==> src/rtl/dmem_arb_pkg.sv <==
// Shared types and constants for the data-memory arbiter.
package dmem_arb_pkg;

   typedef enum logic [1:0] {
      IDLE   = 2'd0,
      ACCESS = 2'd1,
      WAIT   = 2'd2,
      DONE   = 2'd3
   } arb_state_t;

   localparam logic PORT_CORE = 1'b0;
   localparam logic PORT_DBG  = 1'b1;

   // Wide enough for read latencies up to 7 cycles.
   localparam int LAT_CNT_W = 3;

endpackage

==> src/rtl/dmem_arb_pick.sv <==
// Two-port winner select: the port named by ptr has priority on a tie.
module dmem_arb_pick
   import dmem_arb_pkg::*;
(
   input  logic [1:0] req,
   input  logic       ptr,
   output logic [1:0] grant
);

   always_comb begin
      grant = 2'b00;
      if (ptr == PORT_CORE) begin
         if (req[0])      grant = 2'b01;
         else if (req[1]) grant = 2'b10;
      end else begin
         if (req[1])      grant = 2'b10;
         else if (req[0]) grant = 2'b01;
      end
   end

endmodule

==> src/rtl/dmem_arbiter.sv <==
// Two-port data-memory arbiter with single outstanding access.
// Build option: DMEM_ARB_RR_EN selects round-robin ties, otherwise core port wins.
//
//   state  | meaning
//   IDLE   | waiting for a request; latch winner and its command
//   ACCESS | one-cycle memory strobe (suppressed for out-of-range address)
//   WAIT   | load in flight, down-count RD_LAT cycles, capture read data
//   DONE   | one-cycle done pulse to the winner, err if out of range
module dmem_arbiter
   import dmem_arb_pkg::*;
#(
   parameter int DATA_W = 16,
   parameter int ADDR_W = 16,
   parameter int DEPTH  = 256,
   parameter int RD_LAT = 1
) (
   input  logic                  clk,
   input  logic                  rst_n,
   input  logic [1:0]            req,
   input  logic [1:0]            we,
   input  logic [2*ADDR_W-1:0]   addr,
   input  logic [2*DATA_W-1:0]   wdata,
   output logic [1:0]            done,
   output logic                  err,
   output logic [DATA_W-1:0]     rdata,
   output logic                  busy,
   output logic                  mem_en,
   output logic                  mem_we,
   output logic [ADDR_W-1:0]     mem_addr,
   output logic [DATA_W-1:0]     mem_wdata,
   input  logic [DATA_W-1:0]     mem_rdata
);

   localparam logic [ADDR_W:0]      DEPTH_L  = (ADDR_W+1)'(DEPTH);
   localparam logic [LAT_CNT_W-1:0] LAT_LOAD = LAT_CNT_W'(RD_LAT - 1);

   arb_state_t state_q, state_d;

   logic                 win_q;
   logic                 we_q;
   logic                 oor_q;
   logic [ADDR_W-1:0]    addr_q;
   logic [DATA_W-1:0]    wdata_q;
   logic [DATA_W-1:0]    rdata_q;
   logic [LAT_CNT_W-1:0] cnt_q;

   logic [1:0]           grant;
   logic                 ptr;
   logic                 win_sel;
   logic [ADDR_W-1:0]    addr_sel;
   logic                 oor_sel;
   logic                 accept;

   assign accept = (state_q == IDLE) && (|req);

`ifdef DMEM_ARB_RR_EN
   logic ptr_q;

   // The port just granted loses the next tie.
   always_ff @(posedge clk or negedge rst_n) begin
      if (!rst_n)      ptr_q <= PORT_CORE;
      else if (accept) ptr_q <= ~win_sel;
   end

   assign ptr = ptr_q;
`else
   assign ptr = PORT_CORE;
`endif

   dmem_arb_pick u_pick (
      .req   (req),
      .ptr   (ptr),
      .grant (grant)
   );

   assign win_sel  = grant[1];
   assign addr_sel = win_sel ? addr[2*ADDR_W-1:ADDR_W] : addr[ADDR_W-1:0];
   assign oor_sel  = ({1'b0, addr_sel} >= DEPTH_L);

   always_ff @(posedge clk or negedge rst_n) begin
      if (!rst_n) state_q <= IDLE;
      else        state_q <= state_d;
   end

   always_comb begin
      state_d = state_q;
      case (state_q)
         IDLE:    if (|req) state_d = ACCESS;
         ACCESS:  state_d = (oor_q || we_q) ? DONE : WAIT;
         WAIT:    if (cnt_q == '0) state_d = DONE;
         DONE:    state_d = IDLE;
         default: state_d = IDLE;
      endcase
   end

   always_ff @(posedge clk or negedge rst_n) begin
      if (!rst_n) begin
         win_q   <= PORT_CORE;
         we_q    <= 1'b0;
         oor_q   <= 1'b0;
         addr_q  <= '0;
         wdata_q <= '0;
         rdata_q <= '0;
         cnt_q   <= '0;
      end else begin
         if (accept) begin
            win_q   <= win_sel;
            we_q    <= we[win_sel];
            oor_q   <= oor_sel;
            addr_q  <= addr_sel;
            wdata_q <= win_sel ? wdata[2*DATA_W-1:DATA_W] : wdata[DATA_W-1:0];
         end
         if (state_q == ACCESS) begin
            cnt_q <= LAT_LOAD;
         end else if (state_q == WAIT) begin
            if (cnt_q == '0) rdata_q <= mem_rdata;
            else             cnt_q   <= cnt_q - 1'b1;
         end
      end
   end

   always_comb begin
      done   = 2'b00;
      err    = 1'b0;
      mem_en = 1'b0;
      mem_we = 1'b0;
      case (state_q)
         ACCESS: begin
            mem_en = !oor_q;
            mem_we = !oor_q && we_q;
         end
         DONE: begin
            done = (win_q == PORT_DBG) ? 2'b10 : 2'b01;
            err  = oor_q;
         end
         default: ;
      endcase
   end

   assign busy      = (state_q != IDLE);
   assign rdata     = rdata_q;
   assign mem_addr  = addr_q;
   assign mem_wdata = wdata_q;

endmodule

==> config.mk <==
export PLATFORM = sky130hd
export DESIGN_NAME = dmem_arbiter
export DESIGN_NICKNAME = d
export VERILOG_FILES = /design/src/rtl/dmem_arb_pkg.sv /design/src/rtl/dmem_arb_pick.sv /design/src/rtl/dmem_arbiter.sv
export SDC_FILE = /design/constraint.sdc
export NUM_CORES = 1
export LEC_CHECK = 0
export BUFFER_PORTS_ARGS = -buffer_cell sky130_fd_sc_hd__buf_2
export CORE_MARGIN = 3
export CORE_UTILIZATION = 35
export DETAILED_ROUTE_END_ITERATION = 7
export GPL_TIMING_DRIVEN = 0
export PLACE_DENSITY = 0.66
export SETUP_SLACK_MARGIN = 0.2
export SLEW_MARGIN = 10
export SYNTH_ARGS = -nofsm -noshare
export SYNTH_HDL_FRONTEND = slang
export SYNTH_SLANG_ARGS = --single-unit
==> constraint.sdc <==
create_clock -name clk -period 1.99 [get_ports clk]
set_input_delay 0.199 -clock clk [delete_from_list [all_inputs] [get_ports clk]]
set_output_delay 0.199 -clock clk [all_outputs]
set_load 0.1 [all_outputs]
==> summary.md, run 1 <==
Area of all placed cells without fillers: 0.00366 mm². Mean area per synthesized cell: 11.3 µm². In the post-synthesis netlist, the biggest area contributors are dfrtp_1, mux2i_1, mux2_2, o21ai_1, nand2_1. The tools report the sort of element at the start of the critical path as a flop. From left edge to right edge, the die measures 93.2 µm.

The library cell occupying the most area in the post-synthesis netlist is dfrtp_1. The adder-cell share of the synthesized area was 0.0282. The synthesized netlist occupies a cell area of 0.00266 mm². The number of max-slew violations in the final report is 0.

After detailed routing, the average wire length per cell comes to 14.3 µm. The count of buffers added on input and output ports is 139. For the worst setup path, the data arrival time is 1.58 ns. The fraction of post-synthesis cell area in the top cell type by area is 0.527, and the largest fanout of any net on the critical path is 6.

The later pin in the worst-skew pair is clocked with a latency of 0.31 ns. The fraction of final layout cells with drive strength greater than 1 is 0.488. The setup path with the least slack is of type flop to primary output. The detail-routed via count per cell was 4.65; the endpoint required time on the critical path was 1.79 ns. Entering global routing, the biggest net connects 57 pins. For this design, the sink count on the clock tree is 56. The highest attainable clock frequency was 564 MHz; the number of buffers created by CTS was 5. The number of DRC violations after detailed routing is 0.

The compound-cell area share of the yosys netlist is 0.102. The share of synthesized cell area in and, or, nand and nor gates is 0.0945. The count of nets left with antenna violations once routing finished came out at 0. The xor and xnor fraction of the mapped netlist area is 0.

The global routing met3 resource utilization was 0.0442; the placeable core area was 0.00733 mm². The final clock period utilization by the worst path is 0.892. For this run, the detailed router's first-pass iteration total came to 4. Half-perimeter wire length after placement: 5410 µm. The signal on the critical path passes through inv_1 -> ha_2 -> nor2b_4 -> and2_2 -> buf_6. Between clock sinks in the finished design, the worst skew comes to 0.00880 ns. The sequential share of the synthesized area came out at 0.527. 0 antenna diodes ended up in the layout. The logs give 2,287 for the via count of the first global-routing pass and 2 for the maximum clock path buffer count.

The logs give 0.283 for the met2 track utilization from global routing and 0.112 ns for the worst hold-check slack. The run gives 0.783 as the final RePlAce weighted congestion. In this run the number of H-tree levels came out at 2. TritonCTS built the clock tree. The worst hold path belongs to the class primary input to flop. The transition time of the tightest slew-check pin was 0.719 ns; the aggregate global-route resource usage was 0.161. After global routing the overflow that remains totals 0.

The tools report the cell at the root of the clock tree as clkbuf_8. The run gives 11,200 µm as the global-route wire length before repair. The logs give 0.199 for the met1 demand-to-capacity share in global routing and 0.00140 mm² for the flip-flop and latch area.

For the initial antenna violation count, the log shows 0. The slowest stage of the critical path belongs to the cell dfrtp_1. The run gives 0.00869 mm² as the floorplan die area. The routed design has 6930 µm of wire. For the reg-to-reg setup timing slack, the log shows 0.33 ns. By area, the combinational part of the netlist is dominated by multiplexers.

The clock slew seen by the registers of the worst setup and hold paths works out to 0.09 ns. The synthesized netlist contains 29 unique library cells. The hold violation count in the final report is 0, and the minimum setup slack in the final design is 0.216 ns.

The multi-input combinational cells in the finished layout cover a total of 0.00116 mm². The worst setup slack after placement is 0.147 ns, and the number of standard-cell rows in the floorplan is 31. Fill cells in the final layout number 704.

The flow ran to the end, and the final reports show no timing, DRC or antenna violations. The Yosys step of the flow raised 0 warnings. The total number of vias came out at 2,251.

Floorplan die height: 93.2 µm. The minimum clock period is 1.77 ns. The worst hold path passes through 2 cells. Synthesis inferred 56 register bits.

The number of nets in the layout is 476, and the instance count of the mapped netlist is 235. The worst setup path is captured at a primary output. The busiest layer in global routing was met2. Relative to the synthesized area, the layout overhead comes to 37.7%. 140 I/O pins were placed. The multiplexer area fraction after synthesis is 0.202, and the longest individual stage delay on the worst path is 0.43 ns. Length in cells of the worst reg-to-reg path: 6. Setup repair after global routing could not meet its margin everywhere. Max-cap violations in this run came to 0. The run gives 0.521 as the relative slew slack. The number of nets handed over by synthesis was 327. The placed instances occupy a cell area of 0.00350 mm².

Setup violations remaining at the end of the flow were counted as 0. The starting density of the core came out at 0.363. The run gives 21 as the first-iteration detailed-routing DRC count.
## final cells by class
class	instances	area share
Sequential cell	56	0.383
Multi-Input combinational cell	158	0.316
Tap cell	99	0.0338
Clock inverter	1	0.00205
Timing Repair Buffer	142	0.203
Buffer	13	0.0304
Inverter	8	0.00922
Clock buffer	7	0.0236
## final timing paths
| check | startpoint | to |
|---|---|---|
| max reg2reg | cnt_q[0] | state_q[1] |
| min reg2reg | mem_wdata[6] | mem_wdata[6] |
| max | state_q[1] | mem_we |
| min in group asynchronous | rst_n | rdata[3] |
| min | mem_rdata[9] | rdata[9] |
| max in group asynchronous | rst_n | state_q[0] |
## logic make-up after synthesis
kind of cell	count (synthesis)
flip-flops	56
multiplexers	51
buffers and inverters	21
AO/OA/AOI/OAI	48
adder cells (fa/ha/maj)	6
AND/OR/NAND/NOR	53
## placed cells by master, fill, tap and decap left out, types with 6 or more instances in the layout
cell type  count
buf_2        135
dfrtp_1       55
nand2_1       33
mux2i_1       32
o21ai_1       29
mux2_2        15
inv_1          7
buf_6          7
clkbuf_8       6
## synthesized netlist by cell type
cell / n
ha_1: 6
nor2b_1: 5
o21ai_1: 30
o21ai_0: 5
or2_2: 1
buf_2: 6
and3_1: 1
nand2_1: 33
nand2b_1: 1
a21oi_1: 5
mux2i_1: 32
a211oi_1: 1
clkbuf_1: 2
nor3b_1: 1
nor4_1: 2
dfrtp_1: 56
mux2_1: 3
nor2_1: 5
mux2_2: 15
mux2_4: 1
o22ai_1: 2
inv_1: 8
a41oi_2: 1
o2bb2ai_1: 2
buf_6: 5
o32ai_1: 1
and2_1: 3
nand3b_4: 1
a2bb2oi_1: 1
## worst max-delay path: cells and delay by family (launching register included)
family / cells / cell delay (ns)
DFF: 1 / 0.43
and+or+nand+nor: 2 / 0.31
adders and majority gates: 1 / 0.23
buffers and inverters: 2 / 0.31
## flip-flops by register name, indices dropped and copies added, names as in the netlist
signal,count
mem_addr,16
rdata,16
we_q,1
mem_wdata,16
win_q,1
state_q,2
oor_q,1
cnt_q,3
## layer usage
metal / wire length (µm) / part of all wire
met5: 0 / 0
met2: 3300 / 0.48
met4: 38 / 0.0055
met1: 2930 / 0.42
met3: 656 / 0.095
## repair_timing
action | 4_1_cts | 5_1_grt
gates cloned | 0 | 1
hold buffers | 0 | 1
buffers inserted | 0 | 1
hold endpoints to repair | 0 | 31
resized for setup | 5 | 14
endpoints found under the setup margin | 27 | 46
## per-stage QoR
step / utilization / TNS (ns) / cells
after detailed placement: 0.477 / 0 / 473
after global routing: 0.500 / 0 / 484
after floorplan: - / -0.0400 / 235
after CTS: 0.491 / 0 / 481
final: 0.500 / 0 / 484
after global placement: 0.477 / 0 / 473
Power of run 1 is not shown: default switching activity piles up to over one toggle a cycle in this logic, so the estimate is an artifact.
==> run 2: changes to the inputs <==
--- a/config.mk
+++ b/config.mk
@@ -10,7 +10,8 @@
 export CORE_UTILIZATION = 35
 export DETAILED_ROUTE_END_ITERATION = 7
 export GPL_TIMING_DRIVEN = 0
-export PLACE_DENSITY = 0.66
+export MAX_ROUTING_LAYER = met4
+export PLACE_DENSITY = 0.64
 export SETUP_SLACK_MARGIN = 0.2
 export SLEW_MARGIN = 10
 export SYNTH_ARGS = -nofsm -noshare
==> summary.md, run 2 (synthesized netlist as in run 1, its figures left out) <==
For the detailed-routed wire length on met2, the log shows 3200 µm (was 3300 µm). The logs give 0.114 ns (was 0.112 ns) for the worst hold-check slack and 3020 µm (was 2930 µm) for the met1 wire length. For the worst setup slack after placement, the log shows 0.0646 ns (was 0.147 ns). The quantity of I/O buffers inserted on ports was 139 (unchanged); the maximum clock path buffer count was 2 (unchanged). The die span in x was 93.2 µm (unchanged). The logs give 31 (unchanged) for the number of standard-cell rows in the floorplan and 690 (was 704) for the filler cell count. The number of nets still failing antenna checks after routing was 0 (unchanged); the starting density of the core was 0.363 (unchanged).

Number of search-and-repair iterations in the first detailed-routing pass: 6 (was 4). The number of DRC violations after detailed routing is 0 (unchanged). Highest metal layer with signal wires: met4 (unchanged). The sort of element at the start of the critical path was a flop (unchanged). The kind of critical path is flop to primary output (unchanged). Fraction of final layout cells with drive strength greater than 1: 0.491 (was 0.488). Cells along the critical path: ha_1 -> nor2b_2 -> buf_2 (was inv_1 -> ha_2 -> nor2b_4 -> and2_2 -> buf_6).

The tools report the multi-input logic area as 0.00117 mm² (was 0.00116 mm²). The data arrival time of the critical path came out at 1.49 ns (was 1.58 ns). Relative slew slack: 0.520 (was 0.521). Setup repair after global routing left no endpoint under its margin. The logs give 0.732 (was 0.783) for the final RePlAce weighted congestion and 57 (unchanged) for the largest net degree at the start of global routing.

The hold violation count in the final report is 0 (unchanged), and the longest individual stage delay on the worst path is 0.44 ns (was 0.43 ns). For the reg-to-reg setup timing slack, the log shows 0.34 ns (was 0.33 ns). The logs give 5 (unchanged) for the number of buffers created by CTS and 475 (was 476) for the number of nets in the layout. Initial antenna violation count: 0 (unchanged).

The worst-case hold path end point was rdata[8] (was rdata[9]). The via count of the first global-routing pass came out at 2,267 (was 2,287). The wire length reported by the detailed router is 6890 µm (was 6930 µm).

Transition time of the tightest slew-check pin: 0.719 ns (about the same). Number of failing setup endpoints in the final timing report: 0 (unchanged). The highest attainable clock frequency came out at 593 MHz (was 564 MHz). The clock slew seen by the registers of the worst setup and hold paths was 0.10 ns (was 0.09 ns); the minimum clock period was 1.69 ns (was 1.77 ns). The clock latency of the later-clocked register in the worst-skew pair is 0.30 ns (was 0.31 ns), and the H-tree depth is 2 (unchanged). The logs give 0.302 ns (was 0.216 ns) for the minimum setup slack in the final design and 572 µm (was 656 µm) for the detailed-routed wire length on met3.

The category of the worst setup path capture point is a primary output (unchanged). The aggregate global-route resource usage came out at 0.165 (was 0.161). The startpoint of the most critical setup path was state_q[1] (unchanged). The number of sinks on the clock net was 56 (unchanged); the setup TNS after final layout was 0 ns (unchanged). The layout-stage area growth over the synthesis result works out to 39.4% (was 37.7%). The class of the tightest hold or removal check is primary input to flop (unchanged). The final worst clock skew was 0.00719 ns (was 0.00880 ns); the number of max-slew violations in the final report was 0 (unchanged). The floorplan die height was 93.2 µm (unchanged). The logs give 1.79 ns (about the same) for the endpoint required time on the critical path and 11,000 µm (was 11,200 µm) for the global-route wire length before repair. The I/O pin total was 140 (unchanged). Total number of vias: 2,253 (was 2,251).

The run finished with clean final reports. The detail-routed via count per cell is 4.67 (was 4.65). The area of all placed cells without fillers was 0.00371 mm² (was 0.00366 mm²).

The tools report the half-perimeter wire length after placement as 5330 µm (was 5410 µm). The launching point of the worst reg2reg path is cnt_q[0] (unchanged). Highest-count cells in the layout ignoring fill and taps: buf_2, dfrtp_1, nand2_1, mux2i_1, o21ai_1 (unchanged). The floorplan die area came out at 0.00869 mm² (unchanged). Cell at the root of the clock tree: clkbuf_8 (unchanged). The count of antenna diodes in the layout came out at 0 (unchanged).

The tools report the number of max-cap violations as 0 (unchanged). The run gives 0.00350 mm² (about the same) as the cell area reported after detailed placement. Largest fanout of any net on the critical path: 5 (was 6). The length in cells of the worst reg-to-reg path is 6 (unchanged). The placeable core area was 0.00733 mm² (unchanged); the worst hold path depth was 2 (unchanged). The most common library cell in the layout ignoring fill and taps was buf_2 (unchanged). Worst-path cell with the longest stage delay: dfrtp_1 (unchanged).

TritonCTS built the clock tree. The final clock period utilization by the worst path works out to 0.848 (was 0.892). The launch point of the worst hold path was mem_rdata[8] (was mem_rdata[9]). The first-iteration detailed-routing DRC count is 38 (was 21), and the flip-flop and latch area is 0.00140 mm² (unchanged). The detailed-route wire length per cell was 14.3 µm (about the same); the residual overflow from global routing was 0 (unchanged). The capture instance of the worst register-to-register path is rdata[7] (was state_q[1]).
==> run 2: layout make-up <==
cell class | instances | share of cell area
flip-flops and latches | 56 | 0.378
multi-input cells | 158 | 0.314
repair buffers | 141 | 0.199
well taps | 99 | 0.0334
plain buffers | 13 | 0.0310
clock buffers | 5 | 0.0185
clock inverters | 2 | 0.0162
inverters | 8 | 0.00911
==> run 2: per-stage QoR <==
stage                     instances   util
final                           482  0.506
after global routing            482  0.506
after CTS                       481  0.498
after detailed placement        473  0.477
after global placement          473  0.477
after floorplan                 235      -
==> run 2: layer usage <==
| layer | vias to the layer above | GRT usage |
|---|---|---|
| met5 | - | - |
| met1 | 1023 | 0.212 |
| met4 | 0 | 0.0366 |
| met2 | 115 | 0.272 |
| met3 | 8 | 0.0330 |
| li1 | 1107 | - |
==> run 2: worst max-delay path by stage <==
stage	to	slack (ns)	cells past startpoint
global route	busy	0.21	5
finish	done[0]	0.30	3
global placement	mem_wdata[2]	0.14	7
floorplan	mem_we	-0.04	4
detailed placement	mem_wdata[3]	0.06	7
CTS	mem_we	0.11	5
==> run 2: critical path, delay by kind of cell, from the launching register on <==
family	cells	cell delay (ns)
adder cells (fa/ha/maj)	1	0.20
flip-flops	1	0.44
AND/OR/NAND/NOR	1	0.13
buffers and inverters	1	0.42
==> run 2: what timing repair did <==
action                                  in CTS  in global routing
buffers inserted                             0                  1
hold endpoints to repair                    56                  0
hold buffers                                 1                  0
endpoints found under the setup margin      35                 46
resized for setup                            6                 19
pin swaps                                    0                  0
Power of run 2 is left out for the same reason.
